===== src/rtl/game_timer_ctrl.sv =====
// mm:ss BCD game clock for the end-of-game text ROM.
// Counts in RUN, freezes in HOLD, and saturates at 59:59 instead of wrapping.
module game_timer_ctrl #(
  parameter int unsigned TICKS_PER_SEC = 65_000_000
) (
  input  logic       clk,
  input  logic       rst,
  input  logic       start,
  input  logic       stop,
  input  logic       clear,
  output logic [6:0] minutes_dozens_unity,
  output logic [6:0] seconds_dozens_unity,
  output logic       running,
  output logic       frozen,
  output logic       saturated
);

  localparam int unsigned PW = (TICKS_PER_SEC > 1) ? $clog2(TICKS_PER_SEC) : 1;
  localparam logic [PW-1:0] PrescLast = PW'(TICKS_PER_SEC - 1);

  typedef enum logic [1:0] {StIdle, StRun, StHold} state_e;

  state_e        state_q;
  logic [PW-1:0] presc_q;
  logic [2:0]    min_d_q, sec_d_q;
  logic [3:0]    min_u_q, sec_u_q;
  logic [2:0]    min_d_nx, sec_d_nx;
  logic [3:0]    min_u_nx, sec_u_nx;
  logic          at_max;
  logic          sec_tick;

  assign sec_tick = (presc_q == PrescLast);
  assign at_max   = (min_d_q == 3'd5) && (min_u_q == 4'd9) &&
                    (sec_d_q == 3'd5) && (sec_u_q == 4'd9);

  // BCD ripple increment; only applied when not already at 59:59.
  always_comb begin
    min_d_nx = min_d_q;
    min_u_nx = min_u_q;
    sec_d_nx = sec_d_q;
    sec_u_nx = sec_u_q;
    if (sec_u_q != 4'd9) begin
      sec_u_nx = sec_u_q + 4'd1;
    end else begin
      sec_u_nx = 4'd0;
      if (sec_d_q != 3'd5) begin
        sec_d_nx = sec_d_q + 3'd1;
      end else begin
        sec_d_nx = 3'd0;
        if (min_u_q != 4'd9) begin
          min_u_nx = min_u_q + 4'd1;
        end else begin
          min_u_nx = 4'd0;
          min_d_nx = min_d_q + 3'd1;
        end
      end
    end
  end

  always_ff @(posedge clk) begin
    if (rst || clear) begin
      state_q   <= StIdle;
      presc_q   <= '0;
      min_d_q   <= '0;
      min_u_q   <= '0;
      sec_d_q   <= '0;
      sec_u_q   <= '0;
      running   <= 1'b0;
      frozen    <= 1'b0;
      saturated <= 1'b0;
    end else begin
      unique case (state_q)
        StIdle, StHold: begin
          if (start) begin
            state_q   <= StRun;
            presc_q   <= '0;
            min_d_q   <= '0;
            min_u_q   <= '0;
            sec_d_q   <= '0;
            sec_u_q   <= '0;
            running   <= 1'b1;
            frozen    <= 1'b0;
            saturated <= 1'b0;
          end else if (state_q == StIdle) begin
            presc_q <= '0;
          end
        end
        StRun: begin
          if (stop) begin
            // A tick landing on the stop edge is dropped; prescaler is held.
            state_q <= StHold;
            running <= 1'b0;
            frozen  <= 1'b1;
          end else if (sec_tick) begin
            presc_q <= '0;
            if (at_max) begin
              saturated <= 1'b1;
            end else begin
              min_d_q <= min_d_nx;
              min_u_q <= min_u_nx;
              sec_d_q <= sec_d_nx;
              sec_u_q <= sec_u_nx;
            end
          end else begin
            presc_q <= presc_q + PW'(1);
          end
        end
        default: begin
          state_q <= StIdle;
          running <= 1'b0;
          frozen  <= 1'b0;
        end
      endcase
    end
  end

  assign minutes_dozens_unity = {min_d_q, min_u_q};
  assign seconds_dozens_unity = {sec_d_q, sec_u_q};

endmodule

===== config.mk =====
export PLATFORM = sky130hd
export DESIGN_NAME = game_timer_ctrl
export DESIGN_NICKNAME = d
export VERILOG_FILES = /design/src/rtl/game_timer_ctrl.sv
export SDC_FILE = /design/constraint.sdc
export NUM_CORES = 1
export LEC_CHECK = 0
export BUFFER_PORTS_ARGS = -buffer_cell sky130_fd_sc_hd__buf_4
export CORE_ASPECT_RATIO = 1.75
export CORE_MARGIN = 2
export CORE_UTILIZATION = 35
export CTS_CLUSTER_SIZE = 12
export DETAILED_ROUTE_END_ITERATION = 10
export HOLD_SLACK_MARGIN = 0.1
export PLACE_DENSITY = 0.51
export SLEW_MARGIN = 10
export SYNTH_ARGS = -nofsm -noshare
export SYNTH_HDL_FRONTEND = slang
export SYNTH_SLANG_ARGS = --single-unit

===== constraint.sdc =====
create_clock -name clk -period 4.1 [get_ports clk]
set_input_delay 0.615 -clock clk [delete_from_list [all_inputs] [get_ports clk]]
set_output_delay 0.615 -clock clk [all_outputs]
set_load 0.05 [all_outputs]

# Word level (Yosys, flattened, before mapping)
# Index checks and enable logic that the tools add are counted.
[classes]
addsub = 5
eq_ne = 20
muxes = 45
n_reduce_logical = 14
[op_table]
columns = ["cell", "n"]
rows = [
  ["2-to-1 mux 26 bit", 4],
  ["one-hot mux 26 bit (2 select lines)", 1],
  ["2-to-1 mux 4 bit", 11],
  ["2-to-1 mux 3 bit", 12],
  ["adder 26 x 1 -> 26 bit (second input constant)", 1],
  ["== test 26 bit (second input constant)", 1],
  ["!= test 2 bit (second input constant)", 9],
  ["one-hot mux 4 bit (2 select lines)", 2],
  ["one-hot mux 3 bit (2 select lines)", 2],
  ["AND reduction 5 bit", 2],
  ["adder 4 x 1 -> 4 bit (second input constant)", 2],
  ["== test 4 bit (second input constant)", 2],
  ["!= test 4 bit (second input constant)", 2],
  ["AND reduction 8 bit", 1],
  ["2-to-1 mux 1 bit", 7],
  ["AND reduction 7 bit", 1],
  ["adder 3 x 1 -> 3 bit (second input constant)", 2],
  ["== test 3 bit (second input constant)", 2],
  ["!= test 3 bit (second input constant)", 2],
  ["one-hot mux 1 bit (2 select lines)", 3],
  ["AND reduction 6 bit", 1],
  ["2-to-1 mux 2 bit", 2],
  ["one-hot mux 2 bit (2 select lines)", 1],
  ["logical AND 1 bit", 3],
  ["other kinds (8)", 8],
]
[word_totals]
register_bits = 45

# Logic depth before layout (Yosys ltp)
# Gate-level depths: netlist of run 1.
[depth]
depth_word = 8
depth_mapped = 8

# Least setup slack after synthesis of run 1
# Ideal clock, no wire load.
[synth_timing]
path_kind = "reg2reg"
startpoint = "reg sec_u_q[0]"
endpoint = "reg min_d_q[2]"
setup_time_ns = 0.120
t_arrival_ns = 1.974
setup_slack_ns = 2.007
stages_incl_launch_ff = 7
period_less_slack_ns = 2.093
path_cell_list = "dfxtp_1 ha_1 and3b_1 and2_1 nand2_1 o311a_1 o31a_1"
[synth_via]
elab_chain_len = 4
word_cells_on_any_way = 6
cone_classes = "eq/ne: 4; reduce/logical: 2"
[synth_rtl]
columns = ["item", "line", "source"]
rows = [
  ["start, declared", "26", "logic [3:0] min_u_q, sec_u_q;"],
  ["start signal, assigned", "102", "sec_u_q <= sec_u_nx;"],
  ["== test 4 bit", "34", "(sec_d_q == 3'd5) && (sec_u_q == 4'd9);"],
  ["logical AND 1 bit", "34", ""],
  ["!= test 2 bit (no source line)", "--", ""],
  ["AND reduction 8 bit (no source line) *", "--", ""],
  ["end signal, assigned", "99", "min_d_q <= min_d_nx;"],
  ["end, declared", "25", "logic [2:0] min_d_q, sec_d_q;"],
]
# Mark *: on every way between the ends. The rest lies on a longest branch, timed or not.
# A chain may end at the register's enable or synchronous reset.

# Worst setup path after layout of run 1
[layout_timing]
startpoint = "reg presc_q[0]"
endpoint = "reg presc_q[2]"
[layout_via]
elab_chain_len = 4
word_cells_on_any_way = 5
cone_classes = "add/sub: 1; eq/ne: 1; mux: 3"
[layout_rtl]
columns = ["item", "line", "source"]
rows = [
  ["start, declared", "24", "logic [PW-1:0] presc_q;"],
  ["start signal, assigned", "105", "presc_q <= presc_q + PW'(1);"],
  ["adder 26 x 1 -> 26 bit / == test 26 bit (equally long branches)", "105, 32", ""],
  ["2-to-1 mux 26 bit *", "94", "end else if (sec_tick) begin"],
  ["2-to-1 mux 26 bit *", "89", "if (stop) begin"],
  ["one-hot mux 26 bit (2 select lines) *", "72", "unique case (state_q)"],
]
# Mark *: on every way between the ends. The rest lies on a longest branch, timed or not. The select of a mux whose other input is x is not followed.

==> impl_metrics.yaml, run 1 <==
run_status:
  outcome: "completed"
die:
  fp.dieW_microns: 67.1
  die-area_sq_mm: 0.00768
  io_pins: 22
  rows: 40
  start_util: 0.358
  die_h_microns: 114
  core_sq_mm: 0.00681
global_route:
  antenna_found_initial: 0
  grt_pass1_wl_microns: 10100
  grt_start_max_net_pins: 25
  grt_usage: 0.176
  grt_remaining_overflow: 0
  grt_pass1_vias: 2102
power_and_ir_drop:
  p_per_area_mw_per_mm2: 328
  irDropWorstVdd_v: 0.000206
  cellLeakagePower_nw: 0.920
worst_hold_path:
  hold_class: "flop to flop"
  hold_depth: 2
timing:
  max_freq_mhz: 397
  fin_setup_tns_ps: 0
  setup_violations: 0
  relSlewSlack: 0.343
  finalHoldViolations: 0
  rsz0062_at_grt: "no"
  tightestPinTransition_ps: 986
  worst_slack_ps: 1580
  hold_slack_ps: 502
  fin_crit_sh: 0.614
  slew_viol_final: 0
  skew_ps: 7.14
  period_minus_slack_ps: 2520
worst_setup_path:
  critPathTopFamily: "compound AO/OA/AOI/OAI gates"
  crit_arrival_ps: 2650
  worstRegToRegCells: 6
  worst-path-stages: 6
  crit_required_ps: 4240
  cp_slowest_cell: "o21ai_2"
  crit_buf_inv: 0
  path_class: "flop to flop"
  startpoint_type: "flop"
  r2r_slack_ps: 1580
  crit_path_max_fanout: 24
  crit_chain: "ha_1, nand4_1, nor4_4, a21oi_1, o21ai_2, nor2_1"
  end_kind: "flop"
  slowest_delay_ps: 790
layout:
  ff_latch_area_sq_um: 881
  multi_input_area_sq_mm: 0.00147
  n_fill_cell: 722
  antennaDiodeCount: 0
  final_core_util: 0.414
  final_nets: 325
  area_growth_pct: 15.4
  layoutNonFillerInstCount: 398
  drive_gt1_frac: 0.121
yosys:
  synth_largest_area_cell: "dfxtp_1"
  synth_edf_count: 0
  avgSynthCellArea_sq_um: 8.27
  ys.flop_type: "dfxtp_1"
  synth_most_common_cell: "dfxtp_1"
  ys_types: 54
  yosys_warnings: 0
  yosysTopAreaCellShare: 0.361
  ys_seq_area_frac: 0.361
  synthesis.area_sq_mm: 0.00244
  syn_inst: 295
  async_reset_ff_frac: 0
  synth.top_cells.by_count: "dfxtp_1 (44), nor2_1 (33), nand2_1 (28)"
  synth_fp_nets: 307
  ys_ff_latch: 44
  ys_top_cells_by_area: "dfxtp_1 (36%), xnor2_1 (6.8%), nor2_1 (5.1%), nand2_1 (4.3%), nand3_1 (4.1%)"
detailed_routing:
  routed_wl_microns: 6250
  post_drt_wl_per_cell_microns: 15.7
  vias: 2202
  drc: 0
  via_per_inst: 5.53
  drt_iter0_drc: 116
  ant_nets: 0
  firstDrtPassIters: 5
cts:
  cts.sinks: 44
  insertion_delay_ps: 290
  ctsRootBufferMaster: "clkbuf_16"
  cts_setup_buffers: 0
  htree_levels: 2
  cts_buffers: 5
  clkTransAtPathRegs_ps: 60
  cts-resized-gates: 0
  tritoncts: "yes"
  ctsHoldBuffers: 0
  cts_max_path_buffers: 2
placed_design:
  place_congestion: 0.789
  portBuffers: 21
  place_ws_ps: 1490
  placed_cells_incl_taps: 390
  dpl.hpwl_microns: 4720
run:
  maxCapViolCount: 0
==> cell type report <==
cell class | count | share of cell area
well taps | 84 | 0.0373
repair buffers | 22 | 0.0587
flip-flops and latches | 44 | 0.313
multi-input cells | 232 | 0.522
clock inverters | 2 | 0.0124
inverters | 8 | 0.0107
clock buffers | 6 | 0.0458
==> logic make-up after synthesis <==
family                   synth area share
AND/OR/NAND/NOR                     0.371
flip-flops                          0.361
buffers and inverters              0.0364
adder cells (fa/ha/maj)            0.0359
XOR/XNOR                           0.0790
AO/OA/AOI/OAI                       0.108
multiplexers                      0.00821
==> worst reg2reg max path, delay by kind of cell, from the launching register on <==
family | cells | cell delay [ps]
flip-flops | 1 | 390
AO/OA/AOI/OAI | 2 | 1000
AND/OR/NAND/NOR | 3 | 690
adder cells (fa/ha/maj) | 1 | 290
==> report_power, final <==
group          leakage, nW  switching (mW)  total, mW  internal (mW)
clock               0.0808           0.172      0.459          0.287
sequential           0.355         0.00156      0.430          0.429
combinational        0.484          0.0232     0.0336         0.0104
total                0.920           0.197      0.923          0.726
==> registers in the layout, summed over array words and instances, names as in the netlist <==
register / cells
saturated: 1
min_d_q: 3
min_u_q: 4
sec_d_q: 3
frozen: 1
presc_q: 26
sec_u_q: 4
state_q: 1
running: 1
==> metal layers <==
metal | vias to the layer above | part of all wire | global-route usage
met5 | - | 0 | 0
met1 | 1031 | 0.37 | 0.169
li1 | 1106 | - | -
met2 | 48 | 0.56 | 0.331
met3 | 17 | 0.040 | 0.0403
met4 | 0 | 0.034 | 0.0898
==> path summary, 6_finish.rpt <==
kind | from | endpoint
worst max-delay path | presc_q[0] | presc_q[2]
worst min-delay path | presc_q[1] | presc_q[1]
worst max register to register | presc_q[0] | presc_q[2]
worst min register to register | presc_q[1] | presc_q[1]
==> metrics by stage <==
stage	cell area [sq um]	total power, mW
after floorplan	2440	0.462
after global placement	2650	0.475
after detailed placement	2650	0.474
after CTS	2820	0.939
after global routing	2820	0.957
final	2820	0.923
==> cell usage in the layout (no fill, tap or decap), types with 8 or more instances in the layout <==
cell type  synthesis  final
dfxtp_1           44     44
nand2_1           28     28
xnor2_1           19     19
nor2_1            33     33
nor3_1            15     15
inv_1              8      8
o21ai_0            9      9
a21oi_1           10     10
buf_4              2     22
nand4_1           13     13
nand3_1           20     20
(Power assumes the default switching activity.)
==> run 2: changes to the inputs <==
Settings changed: PLACE_DENSITY 0.51 to 0.53.
Clock period 4.1 ns to 2.1 ns, I/O delays scaled along.
==> impl_metrics.yaml, run 2 (synthesis gave the netlist of run 1 again) <==
die:
  rows: 40
  core_sq_mm: 0.00681
  die-area_sq_mm: 0.00768
  die_h_microns: 114
  io_pins: 22
  start_util: 0.358
  fp.dieW_microns: 67.1
layout:
  area_growth_pct: 21.1
  final_nets: 347
  final_cell_mix: "dfxtp_1 (43), buf_4 (43), nor2_1 (33), nand2_1 (28), nand3_1 (20)"
  largest_register_ffs: 26
  reg_top3: "presc_q: 26 flops, min_u_q: 4 flops, sec_u_q: 4 flops"
  antennaDiodeCount: 0
  regMostFlops: "presc_q"
  drive_gt1_frac: 0.177
global_route:
  grt_pass1_vias: 2213
  grt_usage: 0.183
  antenna_found_initial: 0
  grt_remaining_overflow: 0
  grt_pass1_wl_microns: 10600
  grt_start_max_net_pins: 25
timing:
  fin_crit_sh: 0.924
  rsz0062_at_grt: "no"
  tightestPinTransition_ps: 429
  max_freq_mhz: 515
  finalHoldViolations: 0
  relSlewSlack: 0.713
  period_minus_slack_ps: 1940
  slew_viol_final: 0
  setup_violations: 0
  hold_slack_ps: 326
  fin_setup_tns_ps: 0
  skew_ps: 4.78
worst_hold_path:
  hold_class: "primary input to flop"
  hold_depth: 3
  min_from: "stop"
  whs_endpoint: "frozen"
cts:
  tritoncts: "yes"
  clkTransAtPathRegs_ps: 60
  ctsRootBufferMaster: "clkbuf_16"
  ctsHoldBuffers: 0
  htree_levels: 2
  insertion_delay_ps: 290
  cts_max_path_buffers: 2
  cts.sinks: 44
  cts_buffers: 5
detailed_routing:
  vias: 2283
  routed_wl_microns: 6530
  ant_nets: 0
  drt_iter0_drc: 97
  via_per_inst: 5.47
  firstDrtPassIters: 4
  post_drt_wl_per_cell_microns: 15.7
  drc: 0
worst_setup_path:
  r2r_slack_ps: 160
  crit_chain: "ha_1, nand4_1, nor4_4, nand2_2, o311a_1, o31a_1"
  crit_arrival_ps: 2120
  worstRegToRegCells: 6
  startpoint_type: "flop"
  crit_required_ps: 2270
  end_kind: "flop"
  r2r-start: "presc_q[1]"
  cp_slowest_cell: "nor4_4"
  path_class: "flop to flop"
  r2r_end: "min_d_q[2]"
  slowest_delay_ps: 400
  crit_path_max_fanout: 6
power_and_ir_drop:
  p_per_area_mw_per_mm2: 557
  irDropWorstVdd_v: 0.000351
  cellLeakagePower_nw: 1.02
placed_design:
  place_congestion: 0.815
  dpl.hpwl_microns: 5010
  portBuffers: 21
run:
  maxCapViolCount: 0
run_status:
  outcome: "completed"
## run 2: worst max-delay path by stage
| stage | start | end | slack (ps) |
|---|---|---|---|
| after floorplan | sec_u_q[0] | min_d_q[2] | 7 |
| after global placement | presc_q[0] | min_d_q[2] | 180 |
| after detailed placement | presc_q[0] | min_d_q[2] | 130 |
| after CTS | presc_q[0] | min_d_q[2] | 110 |
| after global routing | presc_q[8] | sec_d_q[2] | 5 |
| final | presc_q[1] | min_d_q[2] | 160 |
## run 2: area by class of cell
type / instances / area, sq um
sequential: 44 / 882
inverter: 8 / 30.0
tap: 84 / 105
timing repair buffer: 44 / 343
multi-input combinational: 232 / 1470
clock buffer: 5 / 125
fill: 724 / 3850
## run 2: layer usage
| layer | GRT usage | wire length, microns |
|---|---|---|
| met4 | 0.0912 | 198 |
| met5 | 0 | 0 |
| met2 | 0.347 | 3680 |
| met1 | 0.182 | 2470 |
| met3 | 0.0324 | 186 |
## run 2: critical path: cells and delay by family, from the launching register on
kind	cells	cell delay (ps)
adder cells (fa/ha/maj)	1	190
flip-flops	1	370
AND/OR/NAND/NOR	3	650
AO/OA/AOI/OAI	2	620
## run 2: per-stage QoR
stage | setup slack [ps] | util | cells | power (mW) | area, sq um
6_report | 160 | 0.434 | 417 | 1.65 | 2960
3_3_place_gp | 180 | 0.416 | 412 | 0.932 | 2830
2_1_floorplan | 6.53 | - | 295 | 0.901 | 2440
4_1_cts | 107 | 0.434 | 417 | 1.66 | 2950
3_5_place_dp | 126 | 0.416 | 412 | 0.932 | 2830
5_1_grt | 4.60 | 0.434 | 417 | 1.70 | 2960
## run 2: timing repair
action	CTS	global route
resized for setup	0	1
setup buffers	0	0
setup endpoints to repair	0	2
## run 2: where the power goes
part | switching, mW | internal [mW] | leakage [nW]
registers | 0.00311 | 0.838 | 0.355
logic | 0.0468 | 0.0251 | 0.604
clock network | 0.312 | 0.421 | 0.0616
total | 0.362 | 1.28 | 1.02
==> run 3: changes to the inputs <==
==> constraint.sdc (replaced) <==
create_clock -name clk -period 2.1 [get_ports clk]
set_input_delay 0.42 -clock clk [delete_from_list [all_inputs] [get_ports clk]]
set_output_delay 0.42 -clock clk [all_outputs]
set_load 0.05 [all_outputs]
==> impl_metrics.yaml, run 3 (synthesis gave the netlist of run 1 again) <==
run_status:
  outcome: "completed"
worst_setup_path:
  setup.worst_path.end: "sec_d_q[2]"
  slowest_delay_ps: 500
  crit_arrival_ps: 2170
  r2r_slack_ps: 140
  r2r_end: "sec_d_q[2]"
  worstRegToRegCells: 5
  startpoint_type: "flop"
  r2r-start: "presc_q[8]"
  end_kind: "flop"
  crit_chain: "nor4b_1, and4_1, nand4_4, or4_1, o21ai_0"
  crit_path_max_fanout: 9
  crit_required_ps: 2320
  worstSetupStartpoint: "presc_q[8]"
  cp_slowest_cell: "or4_1"
  path_class: "flop to flop"
detailed_routing:
  post_drt_wl_per_cell_microns: 15.8
  drt_iter0_drc: 134
  vias: 2330
  routed_wl_microns: 6640
  ant_nets: 0
  firstDrtPassIters: 4
  via_per_inst: 5.53
  drc: 0
power_and_ir_drop:
  pwr-share-comb: 0.039
  cellLeakagePower_nw: 1.05
  irDropWorstVdd_v: 0.000611
  switching_power_mw: 0.383
  power.share.clock: 0.524
  p_per_area_mw_per_mm2: 633
  internal-power_mw: 1.54
  switching_share: 0.199
  power.share.sequential: 0.437
layout:
  regMostFlops: "presc_q"
  layoutNonFillerInstCount: 421
  reg_top3: "presc_q: 26 flops, min_u_q: 4 flops, sec_u_q: 4 flops"
  final_cell_mix: "buf_4 (45), dfxtp_1 (44), nor2_1 (33), nand2_1 (28), nand3_1 (20)"
  n_fill_cell: 722
  antennaDiodeCount: 0
  layout.cells.most_common: "buf_4"
  drive_gt1_frac: 0.190
  final_nets: 349
  area_growth_pct: 24.5
  final_core_util: 0.446
  largest_register_ffs: 26
cts:
  insertion_delay_ps: 290
  cts.sinks: 44
  htree_levels: 2
  clkTransAtPathRegs_ps: 70
  ctsHoldBuffers: 0
  tritoncts: "yes"
  ctsRootBufferMaster: "clkbuf_16"
  cts_max_path_buffers: 2
  cts_buffers: 5
global_route:
  use_met1: 0.175
  use_met2: 0.352
  grt_remaining_overflow: 0
  grt_usage: 0.186
  grt_start_max_net_pins: 25
  busiest_layer: "met2"
  grt_pass1_wl_microns: 10800
  antenna_found_initial: 0
  use_met3: 0.0344
  grt_pass1_vias: 2333
timing:
  fin_setup_tns_ps: 0
  max_freq_mhz: 510
  finalHoldViolations: 0
  setup_violations: 0
  worst_slack_ps: 141
  rsz0062_at_grt: "no"
  tightestPinTransition_ps: 421
  skew_ps: 6.82
  slew_viol_final: 0
  fin_crit_sh: 0.933
  period_minus_slack_ps: 1960
  relSlewSlack: 0.719
placed_design:
  portBuffers: 21
  place_ws_ps: 43.9
  dpl.hpwl_microns: 5000
  placed_cells_incl_taps: 414
  place_congestion: 0.790
die:
  rows: 40
  start_util: 0.358
  die-area_sq_mm: 0.00768
  io_pins: 22
  core_sq_mm: 0.00681
  die_h_microns: 114
  fp.dieW_microns: 67.1
run:
  maxCapViolCount: 0
worst_hold_path:
  hold_class: "primary input to flop"
==> run 3: worst min-delay path by stage <==
| stage | startpoint | end | cells past startpoint |
|---|---|---|---|
| finish | stop | frozen | 3 |
| global placement | presc_q[1] | presc_q[1] | 2 |
| detailed placement | presc_q[1] | presc_q[1] | 2 |
| CTS | stop | frozen | 3 |
| floorplan | presc_q[1] | presc_q[1] | 2 |
| global route | stop | frozen | 3 |
==> run 3: area by class of cell <==
class	count	area (sq um)	share of cell area
Clock buffer	5	125	0.0412
Timing Repair Buffer	46	358	0.118
Clock inverter	2	60.1	0.0198
Multi-Input combinational cell	232	1480	0.487
Sequential cell	44	881	0.290
Tap cell	84	105	0.0346
Inverter	8	30.0	0.00989
==> run 3: power by group through the flow <==
stage          Sequential (mW)  Combinational, mW  Clock, mW
2_1_floorplan            0.864             0.0369          0
3_3_place_gp             0.859             0.0760          0
3_5_place_dp             0.859             0.0756          0
4_1_cts                  0.840             0.0759       1.03
5_1_grt                  0.840             0.0815       1.07
6_report                 0.840             0.0750       1.01
==> run 3: routing by layer <==
layer / part of all wire / routed length (microns)
met1: 0.37 / 2450
met2: 0.55 / 3660
met3: 0.036 / 237
met4: 0.043 / 287
met5: 0 / 0
==> run 3: what timing repair did <==
action	CTS	global route
buffers inserted	0	0
gates resized for setup	0	2
setup endpoints to repair	0	35
==> run 3: worst max-delay path: cells and delay by family (launching register included) <==
kind            cells  cell delay [ps]
compound gates      1               90
flops               1              340
simple gates        4             1460
==> run 3: stage by stage <==
stage	power (mW)	hold slack (ps)	area (sq um)
2_1_floorplan	0.901	463	2440
3_3_place_gp	0.935	484	2840
3_5_place_dp	0.935	486	2840
4_1_cts	1.95	420	3030
5_1_grt	1.99	432	3040
6_report	1.92	423	3040
